--- src/rtl/wb_stream_dma_wr_pkg.sv ---
// Shared types for the stream-to-Wishbone write engine.
// Holds the control FSM state encoding used by wb_stream_dma_wr.
package wb_stream_dma_wr_pkg;

    typedef enum logic [1:0] {
        ST_IDLE      = 2'd0,
        ST_WAIT_DATA = 2'd1,
        ST_WRITE     = 2'd2
    } state_e;

endpackage

--- src/rtl/wb_stream_dma_wr.sv ---
// Stream-to-Wishbone write engine: takes a (byte address, word count)
// command, then moves that many stream words to consecutive word
// addresses through a Wishbone classic master port.
//
// Ports:
//   clk, rst            clock, synchronous active-high reset
//   cmd_addr/len        start byte address and word count
//   cmd_valid/ready     command handshake
//   s_data/valid/ready  input data stream
//   wb_*                Wishbone classic master (write only)
//   busy                transfer in progress
//   done                one-cycle pulse at transfer end
//   err                 one-cycle pulse when aborted by wb_err_i
module wb_stream_dma_wr
    import wb_stream_dma_wr_pkg::*;
#(
    parameter int DATA_WIDTH   = 32,
    parameter int ADDR_WIDTH   = 16,
    parameter int SELECT_WIDTH = DATA_WIDTH / 8,
    parameter int LEN_WIDTH    = 16
) (
    input  logic                    clk,
    input  logic                    rst,
    input  logic [ADDR_WIDTH-1:0]   cmd_addr,
    input  logic [LEN_WIDTH-1:0]    cmd_len,
    input  logic                    cmd_valid,
    output logic                    cmd_ready,
    input  logic [DATA_WIDTH-1:0]   s_data,
    input  logic                    s_valid,
    output logic                    s_ready,
    output logic [ADDR_WIDTH-1:0]   wb_adr_o,
    output logic [DATA_WIDTH-1:0]   wb_dat_o,
    output logic                    wb_we_o,
    output logic [SELECT_WIDTH-1:0] wb_sel_o,
    output logic                    wb_stb_o,
    output logic                    wb_cyc_o,
    input  logic                    wb_ack_i,
    input  logic                    wb_err_i,
    output logic                    busy,
    output logic                    done,
    output logic                    err
);

    // Word alignment mask and per-word address step.
    localparam logic [ADDR_WIDTH-1:0] ADR_MASK =
        ~(ADDR_WIDTH'(SELECT_WIDTH - 1));
    localparam logic [ADDR_WIDTH-1:0] ADR_STEP =
        ADDR_WIDTH'(SELECT_WIDTH);

    state_e                  state_q, state_d;
    logic [ADDR_WIDTH-1:0]   adr_q, adr_d;
    logic [LEN_WIDTH-1:0]    len_q, len_d;
    logic [DATA_WIDTH-1:0]   dat_q, dat_d;
    logic                    cyc_q, cyc_d;
    logic                    we_q, we_d;
    logic [SELECT_WIDTH-1:0] sel_q, sel_d;
    logic                    cmd_ready_q, cmd_ready_d;
    logic                    s_ready_q, s_ready_d;
    logic                    busy_q, busy_d;
    logic                    done_q, done_d;
    logic                    err_q, err_d;

    always_comb begin
        state_d     = state_q;
        adr_d       = adr_q;
        len_d       = len_q;
        dat_d       = dat_q;
        cyc_d       = cyc_q;
        we_d        = we_q;
        sel_d       = sel_q;
        cmd_ready_d = cmd_ready_q;
        s_ready_d   = s_ready_q;
        busy_d      = busy_q;
        done_d      = 1'b0;
        err_d       = 1'b0;

        unique case (state_q)
            ST_IDLE: begin
                // cmd_ready is 0 straight out of reset and rises here.
                cmd_ready_d = 1'b1;
                if (cmd_valid && cmd_ready_q) begin
                    adr_d = cmd_addr & ADR_MASK;
                    len_d = cmd_len;
                    if (cmd_len == '0) begin
                        done_d = 1'b1;
                    end else begin
                        cmd_ready_d = 1'b0;
                        s_ready_d   = 1'b1;
                        busy_d      = 1'b1;
                        state_d     = ST_WAIT_DATA;
                    end
                end
            end

            ST_WAIT_DATA: begin
                if (s_valid && s_ready_q) begin
                    dat_d     = s_data;
                    cyc_d     = 1'b1;
                    we_d      = 1'b1;
                    sel_d     = '1;
                    s_ready_d = 1'b0;
                    state_d   = ST_WRITE;
                end
            end

            ST_WRITE: begin
                // Error wins over a simultaneous ack: abort the transfer.
                if (wb_err_i) begin
                    cyc_d       = 1'b0;
                    we_d        = 1'b0;
                    sel_d       = '0;
                    err_d       = 1'b1;
                    done_d      = 1'b1;
                    busy_d      = 1'b0;
                    cmd_ready_d = 1'b1;
                    state_d     = ST_IDLE;
                end else if (wb_ack_i) begin
                    // stb drops right after the ack so a registered-ack
                    // slave never sees a second request for this word.
                    cyc_d = 1'b0;
                    we_d  = 1'b0;
                    sel_d = '0;
                    adr_d = adr_q + ADR_STEP;
                    len_d = len_q - LEN_WIDTH'(1);
                    if (len_q == LEN_WIDTH'(1)) begin
                        done_d      = 1'b1;
                        busy_d      = 1'b0;
                        cmd_ready_d = 1'b1;
                        state_d     = ST_IDLE;
                    end else begin
                        s_ready_d = 1'b1;
                        state_d   = ST_WAIT_DATA;
                    end
                end
            end

            default: begin
                state_d = ST_IDLE;
            end
        endcase
    end

    always_ff @(posedge clk) begin
        if (rst) begin
            state_q     <= ST_IDLE;
            adr_q       <= '0;
            len_q       <= '0;
            dat_q       <= '0;
            cyc_q       <= 1'b0;
            we_q        <= 1'b0;
            sel_q       <= '0;
            cmd_ready_q <= 1'b0;
            s_ready_q   <= 1'b0;
            busy_q      <= 1'b0;
            done_q      <= 1'b0;
            err_q       <= 1'b0;
        end else begin
            state_q     <= state_d;
            adr_q       <= adr_d;
            len_q       <= len_d;
            dat_q       <= dat_d;
            cyc_q       <= cyc_d;
            we_q        <= we_d;
            sel_q       <= sel_d;
            cmd_ready_q <= cmd_ready_d;
            s_ready_q   <= s_ready_d;
            busy_q      <= busy_d;
            done_q      <= done_d;
            err_q       <= err_d;
        end
    end

    assign cmd_ready = cmd_ready_q;
    assign s_ready   = s_ready_q;
    assign wb_adr_o  = adr_q;
    assign wb_dat_o  = dat_q;
    assign wb_we_o   = we_q;
    assign wb_sel_o  = sel_q;
    // Single-beat classic cycles: strobe and cycle are the same flop.
    assign wb_stb_o  = cyc_q;
    assign wb_cyc_o  = cyc_q;
    assign busy      = busy_q;
    assign done      = done_q;
    assign err       = err_q;

endmodule

--- config.mk ---
export PLATFORM = sky130hd
export DESIGN_NAME = wb_stream_dma_wr
export DESIGN_NICKNAME = d
export VERILOG_FILES = /design/src/rtl/wb_stream_dma_wr_pkg.sv /design/src/rtl/wb_stream_dma_wr.sv
export SDC_FILE = /design/constraint.sdc
export NUM_CORES = 1
export LEC_CHECK = 0
export CAP_MARGIN = 0
export CORE_MARGIN = 8
export CORE_UTILIZATION = 41
export DETAILED_ROUTE_END_ITERATION = 12
export PLACE_DENSITY = 0.84
export SLEW_MARGIN = 15
export SYNTH_ARGS = -nofsm -noshare
export SYNTH_HDL_FRONTEND = slang
export SYNTH_SLANG_ARGS = --single-unit
--- constraint.sdc ---
create_clock -name clk -period 1.7 [get_ports clk]
set_input_delay 0.34 -clock clk [delete_from_list [all_inputs] [get_ports clk]]
set_output_delay 0.34 -clock clk [all_outputs]
set_load 0.05 [all_outputs]
Yosys cells after proc, flatten, opt, wreduce, memory -nomap -nowiden
Cells that the tools add are included.
{ "op_classes": {"addsub": 2, "bitwise": 1, "muxes": 46, "eq_ne": 11, "n_reduce_logical": 15} }
{ "ops": {"columns": ["cell", "n"], "rows": [
  ["two-way mux 16 bit", 6],
  ["case mux 16 bit (2 select lines)", 2],
  ["two-way mux 1 bit", 23],
  ["adder 16 x 3 -> 16 bit (second input constant)", 1],
  ["== test 16 x 1 -> 1 bit (second input constant)", 1],
  ["zero test 16 bit", 1],
  ["subtractor 16 x 1 -> 16 bit (second input constant)", 1],
  ["two-way mux 4 bit", 3],
  ["!= test 2 bit (second input constant)", 6],
  ["two-way mux 2 bit", 5],
  ["case mux 1 bit (2 select lines)", 4],
  ["case mux 4 bit (2 select lines)", 1],
  ["AND reduction 4 bit", 2],
  ["AND reduction 7 bit", 1],
  ["!= test 3 bit (second input constant)", 2],
  ["case mux 2 bit (3 select lines)", 1],
  ["AND reduction 3 bit", 2],
  ["AND reduction 5 bit", 1],
  ["nonzero test 2 bit", 2],
  ["case mux 1 bit (3 select lines)", 1],
  ["nonzero test 3 bit", 1],
  ["== test 2 x 1 -> 1 bit (second input constant)", 1],
  ["== test 2 bit (second input constant)", 1],
  ["logical AND 1 bit", 2],
  ["4 further kinds", 4]
]} }
{ "word_totals": {"input_bits": 70, "wordCells": 86, "out_inout_bits": 60, "regBits": 76} }

Logic depth before layout (Yosys ltp)
Gate-level depths: netlist of run 1.
{ "depth": {"ltp_word": 5, "depth_mapped": 7, "depth_no_buf": 6} }

Worst setup path after synthesis of run 1
Ideal clock, no wire load.
{ "synth_timing": {"path_kind": "register -> register", "startpoint": "register adr_q[7] (netlist: wb_adr_o[7])", "endpoint": "register adr_q[15] (netlist: wb_adr_o[15])", "setup_time_ps": 127, "setup_slack_ps": -205, "arrival_time_ps": 1778, "period_less_slack_ps": 1905, "n_path_buf": 1, "stages_incl_launch_ff": 6, "t_required_ps": 1573, "cell_sequence": "dfxtp_1 > and4_1 > buf_2 > nand3_1 > o211a_1 > or3_1"} }
{ "synth_between": {"elab_chain_cells": 4} }
{ "synth_rtl": {"columns": ["item", "line", "source"], "rows": [
  ["start: declaration", "wb_stream_dma_wr.sv:51", "logic [ADDR_WIDTH-1:0] adr_q, adr_d;"],
  ["start signal: assignment", "wb_stream_dma_wr.sv:159", "adr_q <= adr_d;"],
  ["adder 16 x 3 -> 16 bit", "wb_stream_dma_wr.sv:123", "adr_d = adr_q + ADR_STEP;"],
  ["two-way mux 16 bit", "wb_stream_dma_wr.sv:117", "end else if (wb_ack_i) begin"],
  ["two-way mux 16 bit", "wb_stream_dma_wr.sv:108", "if (wb_err_i) begin"],
  ["case mux 16 bit (2 select lines)", "wb_stream_dma_wr.sv:77", "unique case (state_q)"]
]} }
No other way between the ends. The select of a mux whose other input is x is not followed.
A chain may end at the register's enable or synchronous reset.

Final worst setup path of run 1
{ "layout_timing": {"startpoint": "register len_q[7]", "endpoint": "register len_q[14]"} }
{ "layout_between": {"elab_chain_cells": 4} }
{ "layout_rtl": {"columns": ["item", "line", "source"], "rows": [
  ["start: declaration", "wb_stream_dma_wr.sv:52", "logic [LEN_WIDTH-1:0] len_q, len_d;"],
  ["start signal: assignment", "wb_stream_dma_wr.sv:160", "len_q <= len_d;"],
  ["subtractor 16 x 1 -> 16 bit", "wb_stream_dma_wr.sv:124", "len_d = len_q - LEN_WIDTH'(1);"],
  ["two-way mux 16 bit", "wb_stream_dma_wr.sv:117", null],
  ["two-way mux 16 bit", "wb_stream_dma_wr.sv:108", null],
  ["case mux 16 bit (2 select lines)", "wb_stream_dma_wr.sv:77", null]
]} }
No other way between the ends. The select of a mux whose other input is x is not followed.

==> flow_metrics.py, run 1 <==
metrics = {
    "outcome": {
        "status": "complete, no violations",
    },
    "worst_setup_path": {
        "r2r_start": "len_q[7]",
        "crit_fanout": 4,
        "arrival_ps": 1900,
        "required_ps": 1930,
        "crit_path_start": "len_q[7]",
        "worst-setup-path-type": "flop to flop",
        "worstSetupStartpointType": "flop",
        "worst_setup_path_end_kind": "flop",
    },
    "clock_network": {
        "clock_latency_ps": 360,
        "cts_tree": "built",
        "cts_max_level": 3,
        "ctsHoldBuffers": 0,
        "cts_buffers": 9,
        "cts.path.max_buffers": 2,
        "cts.reportedPaths.clkPinSlew_ps": 90,
        "cts_root_buf": "clkbuf_8",
        "cts.sinks": 70,
    },
    "yosys": {
        "synth_compound_area_frac": 0.240,
        "synth_seq_area_share": 0.390,
        "synth_edf_count": 0,
        "synthTopCellsByArea": "dfxtp_1 39%, nand2_1 8.7%, a21oi_1 8.6%",
        "synth_adder_area_share": 0.0104,
        "synth_cell_types": 59,
        "synth.cell_area_mm2": 0.00359,
        "synth_simple_gate_area_frac": 0.263,
        "synth_top_family_by_area": "simple AND/OR/NAND/NOR gates",
        "async_flop_share": 0,
        "syn_inst": 453,
        "synth_area_leader_cell": "dfxtp_1",
        "syn_avg_cell_area_um2": 7.93,
        "yosysTopAreaCellShare": 0.390,
        "yosysWarnings": 0,
        "synth-xor-area-share": 0,
        "synthMuxAreaShare": 0.00279,
        "ys_seq_elements": 70,
        "synth_ff_type": "dfxtp_1",
    },
    "drt": {
        "drcViolationCount": 0,
        "first_pass_iters": 5,
        "post_drt_via_cell_ratio": 5.62,
        "drtIter0Drc": 322,
        "vias": 4013,
        "routed_wl_um": 12100,
        "wl_per_cell_um": 17.0,
        "postRouteAntennaNets": 0,
    },
    "place": {
        "dpl.hpwl_um": 9010,
        "place.gp.congestion": 0.891,
        "numPortBuffers": 125,
        "postPlaceCellArea_mm2": 0.00513,
        "placedCellCount": 697,
    },
    "finish": {
        "final_common_cell": "buf_4",
        "nets": 674,
        "layout_common_cells": "97 x buf_4, 83 x nand2_1, 65 x clkdlybuf4s50_1",
        "final_core_util": 0.630,
        "final_cells": 714,
        "drive_above_1_share": 0.277,
        "final_area_mm2": 0.00541,
        "syn_to_final_growth_pct": 50.6,
        "n_antenna_cell": 0,
    },
    "flow_run": {
        "max_cap_violations": 0,
    },
    "power": {
        "peakVddDrop_mv": 0.544,
        "leakagePower_uw": 0.00209,
        "p_total_uw": 4000,
        "power_density_mw_per_mm2": 740,
    },
    "floorplan": {
        "die_w_um": 110,
        "die-area_mm2": 0.0120,
        "die_height_um": 110,
        "io_pins": 130,
        "rows": 34,
        "start_util": 0.418,
        "core_area_mm2": 0.00859,
    },
    "global_route": {
        "antenna_found_initial": 0,
        "grt_pass1_vias": 3968,
        "grt_max_degree": 42,
        "grt_overflow": 0,
        "track_usage": 0.197,
        "grt_pass1_wl_um": 19100,
    },
    "timing": {
        "hold_viol_final": 0,
        "skew_ps": 12.7,
        "period_needed_ps": 1660,
        "fmax_ghz": 0.601,
        "final-setup-viol-count": 0,
        "period_share": 0.978,
        "drv_slew": 0,
        "rsz0062_at_grt": "true",
    },
    "hold_path": {
        "hold_start": "rst",
        "hp-class": "input pin to flop",
    },
}
[layout make-up]
cell class / count / area, µm²
flip-flops and latches: 70 / 1420
clock buffers: 9 / 124
multi-input cells: 327 / 1950
repair buffers: 177 / 1660
inverters: 16 / 60.1
well taps: 108 / 135
fillers: 717 / 3180
clock inverters: 7 / 65.1
[worst max-delay path: stages, from the launching register on]
cell	delay, ps
dfxtp_2	350
or4_4	570
nor4_4	360
a31o_2	210
a31oi_1	60
[flip-flops by register name, summed over array words and instances (netlist names), 2 cells and up]
signal and flops:
wb_adr_o 14, wb_dat_o 32, state_q 2, len_q 16
[layer usage]
| metal | up-vias | global-route usage | routed length, µm |
|---|---|---|---|
| met4 | 0 | 0.0694 | 254 |
| li1 | 1932 | - | - |
| met5 | - | 0 | 0 |
| met1 | 1892 | 0.223 | 4470 |
| met2 | 167 | 0.346 | 6410 |
| met3 | 22 | 0.0569 | 972 |
[synthesized netlist by cell type (all sizes together), types with 4 or more instances]
master / n
nand2: 84
dfxtp: 70
a21oi: 62
buf: 23
o21ai: 22
clkbuf: 18
nor2: 18
inv: 16
nand3: 14
nor3: 12
nand4: 10
nor4: 9
a221oi: 7
and2: 7
a211oi: 6
and3: 6
o22ai: 6
o32ai: 5
or3: 4
[timing repair]
action,in CTS,in global routing
buffers inserted,0,1
gates resized for setup,1,25
endpoints found under the setup margin,3,10
pin swaps,1,6
[through the flow]
stage / worst slack (ps) / TNS, ps / hold slack [ps]
floorplan: -20.9 / -20.9 / 458
global placement: -341 / -7210 / 442
detailed placement: -356 / -8410 / 450
CTS: -1.66 / -1.66 / 367
global route: -105 / -168 / 406
finish: 36.8 / 0 / 391
[cells by family after synthesis]
group           after synthesis
compound gates              138
mux                           1
simple gates                183
fa+ha+maj                     3
other cells                   1
buf+inv                      57
flops                        70
[final timing paths]
path,endpoint,slack (ps),depth (start not counted)
max,len_q[14],40,4
min,len_q[5],390,2
max reg2reg,len_q[14],40,4
min reg2reg,wb_dat_o[29],460,2
[where the power goes]
group / internal (µW) / switching [µW] / total (µW)
Clock: 564 / 738 / 1300
Combinational: 440 / 474 / 914
Sequential: 1710 / 82.0 / 1790
Total: 2710 / 1290 / 4000
Note: power is estimated with default switching activity, not from simulation.
==> run 2: changes to the inputs <==
--- a/config.mk
+++ b/config.mk
@@ -9,6 +9,7 @@
 export CORE_MARGIN = 8
 export CORE_UTILIZATION = 41
 export DETAILED_ROUTE_END_ITERATION = 12
+export GPL_ROUTABILITY_DRIVEN = 0
 export PLACE_DENSITY = 0.84
 export SLEW_MARGIN = 15
 export SYNTH_ARGS = -nofsm -noshare
==> run 2 against run 1 <==
Effect of this change:
- the run now ends with negative setup slack left
- register-to-register slack got worse by 50 ps
- critical path depth rose by 2
- maximum frequency fell by 2.9%
- wire length rose by 1.3%
- worst setup slack got worse by 49 ps
- sequential share of layout area fell by 0.057 points
- sequential power barely moved
- sequential cell count did not move
- via count rose by 2.5%
- hold slack improved by 19 ps
- power rose by 0.38%
- global-route usage rose by 0.42 points
- critical path type unchanged
- critical endpoint unchanged
==> flow_metrics.py, run 2 (synthesized netlist as in run 1, its figures left out) <==
metrics = {
    "outcome": {
        "status": "finished, violations left",
        "violations": "negative setup slack",
    },
    "place": {
        "numPortBuffers": 125,
        "dpl.hpwl_um": 8980,
    },
    "timing": {
        "fmax_ghz": 0.584,
        "setup_ws_ps": -12.3,
        "final-setup-viol-count": 1,
        "period_needed_ps": 1710,
        "period_share": 1.01,
        "hold_viol_final": 0,
        "rsz0062_at_grt": "true",
        "drv_slew": 0,
        "skew_ps": 11.1,
    },
    "worst_setup_path": {
        "crit_fanout": 4,
        "slowest_stage": "or3b_4",
        "r2r_start": "len_q[1]",
        "ff2ff_path_depth": 6,
        "worst-setup-path-type": "flop to flop",
        "required_ps": 1970,
        "r2r_slack_ps": -10,
        "arrival_ps": 1980,
        "cpPeakStageDelay_ps": 400,
        "regToRegEndpoint": "len_q[14]",
        "worstSetupStartpointType": "flop",
        "crit_chain": "inv_2 > ha_4 > or3b_4 > nor4_4 > nand4_1 > a31oi_1",
        "worst_setup_path_end_kind": "flop",
    },
    "finish": {
        "fillers": 711,
        "syn_to_final_growth_pct": 50.5,
        "drive_above_1_share": 0.278,
        "nets": 675,
        "final_common_cell": "buf_4",
        "largest_reg_flops": 32,
        "layout_common_cells": "99 x buf_4, 83 x nand2_1, 66 x clkdlybuf4s50_1",
        "n_antenna_cell": 0,
        "final_core_util": 0.629,
    },
    "power": {
        "peakVddDrop_mv": 0.440,
        "p_total_uw": 4020,
        "leakagePower_uw": 0.00209,
        "power_density_mw_per_mm2": 743,
    },
    "drt": {
        "first_pass_iters": 5,
        "routed_wl_um": 12300,
        "postRouteAntennaNets": 0,
        "post_drt_via_cell_ratio": 5.75,
        "drtIter0Drc": 351,
        "drcViolationCount": 0,
        "wl_per_cell_um": 17.2,
        "vias": 4113,
    },
    "hold_path": {
        "holdPathStages": 2,
        "hold_start": "rst",
        "hold_end": "wb_adr_o[6]",
        "hp-class": "input pin to flop",
    },
    "global_route": {
        "track_usage": 0.202,
        "grt_pass1_wl_um": 19400,
        "grtUsageMet3": 0.0586,
        "grt_overflow": 0,
        "antenna_found_initial": 0,
        "busiest_layer": "met2",
        "use_met1": 0.231,
        "grt_pass1_vias": 3978,
        "grt_max_degree": 41,
        "use_met2": 0.342,
    },
    "clock_network": {
        "clock_latency_ps": 350,
        "cts.path.max_buffers": 2,
        "cts.sinks": 70,
        "cts.reportedPaths.clkPinSlew_ps": 80,
        "cts_tree": "built",
        "ctsHoldBuffers": 0,
        "cts_buffers": 9,
        "cts_max_level": 3,
        "cts_root_buf": "clkbuf_8",
    },
    "floorplan": {
        "die_w_um": 110,
        "io_pins": 130,
        "die_height_um": 110,
        "rows": 34,
        "core_area_mm2": 0.00859,
        "die-area_mm2": 0.0120,
        "start_util": 0.418,
    },
    "flow_run": {
        "max_cap_violations": 0,
    },
}
run 2: power by group:
part | internal [µW] | switching [µW]
logic | 448 | 485
registers | 1710 | 85.8
clock network | 560 | 735
run 2: layout make-up:
cell class / instances / area [µm²] / area share
timing repair buffer: 178 / 1650 / 0.305
inverter: 16 / 60.1 / 0.0111
sequential: 70 / 1420 / 0.262
clock buffer: 9 / 124 / 0.0229
tap: 108 / 135 / 0.0250
multi-input combinational: 327 / 1960 / 0.362
clock inverter: 7 / 62.6 / 0.0116
run 2: routing by layer:
| metal | share of wire | vias up |
|---|---|---|
| met5 | 0 | - |
| met4 | 0.032 | 0 |
| met3 | 0.088 | 38 |
| met2 | 0.51 | 223 |
| met1 | 0.37 | 1915 |
| li1 | - | 1937 |
run 2: what timing repair did:
item | 4_1_cts | 5_1_grt
pin swaps | 3 | 13
gates resized for setup | 2 | 22
buffers inserted | 0 | 3
cloned | 0 | 0
setup endpoints to repair | 6 | 18
run 2: per-stage QoR:
stage | setup slack [ps] | std cells | setup TNS, ps | instance area, µm² | hold WS (ps)
3_5_place_dp | -368 | 696 | -8560 | 5110 | 448
2_1_floorplan | -20.9 | 454 | -20.9 | 3610 | 458
4_1_cts | 2.03 | 712 | 0 | 5300 | 391
5_1_grt | -79.4 | 715 | -178 | 5410 | 394
3_3_place_gp | -348 | 696 | -7220 | 5110 | 443
6_report | -12.3 | 715 | -12.3 | 5410 | 410
run 2: worst max-delay path by stage:
stage                 start           end  slack (ps)  cells after the start
5_1_grt            len_q[1]     len_q[14]         -80                      6
4_1_cts            len_q[0]     len_q[14]           2                      6
3_5_place_dp    cmd_len[14]    state_q[0]        -370                      6
6_report           len_q[1]     len_q[14]         -10                      6
2_1_floorplan  wb_adr_o[11]  wb_adr_o[15]         -20                      4
3_3_place_gp    cmd_len[14]    state_q[0]        -350                      6
run 2: worst max-delay path, delay by kind of cell, from the launching register on:
kind	cells	cell delay (ps)
AO/OA/AOI/OAI	1	190
flip-flops	1	330
AND/OR/NAND/NOR	3	910
adder cells (fa/ha/maj)	1	130
buffers and inverters	1	70
==> run 3: changes to the inputs <==
--- a/config.mk
+++ b/config.mk
@@ -9,7 +9,6 @@
 export CORE_MARGIN = 8
 export CORE_UTILIZATION = 41
 export DETAILED_ROUTE_END_ITERATION = 12
-export GPL_ROUTABILITY_DRIVEN = 0
 export PLACE_DENSITY = 0.84
 export SLEW_MARGIN = 15
 export SYNTH_ARGS = -nofsm -noshare
==> results of run 3 <==
The final DEF is identical to that of run 1; final timing and power are the same.
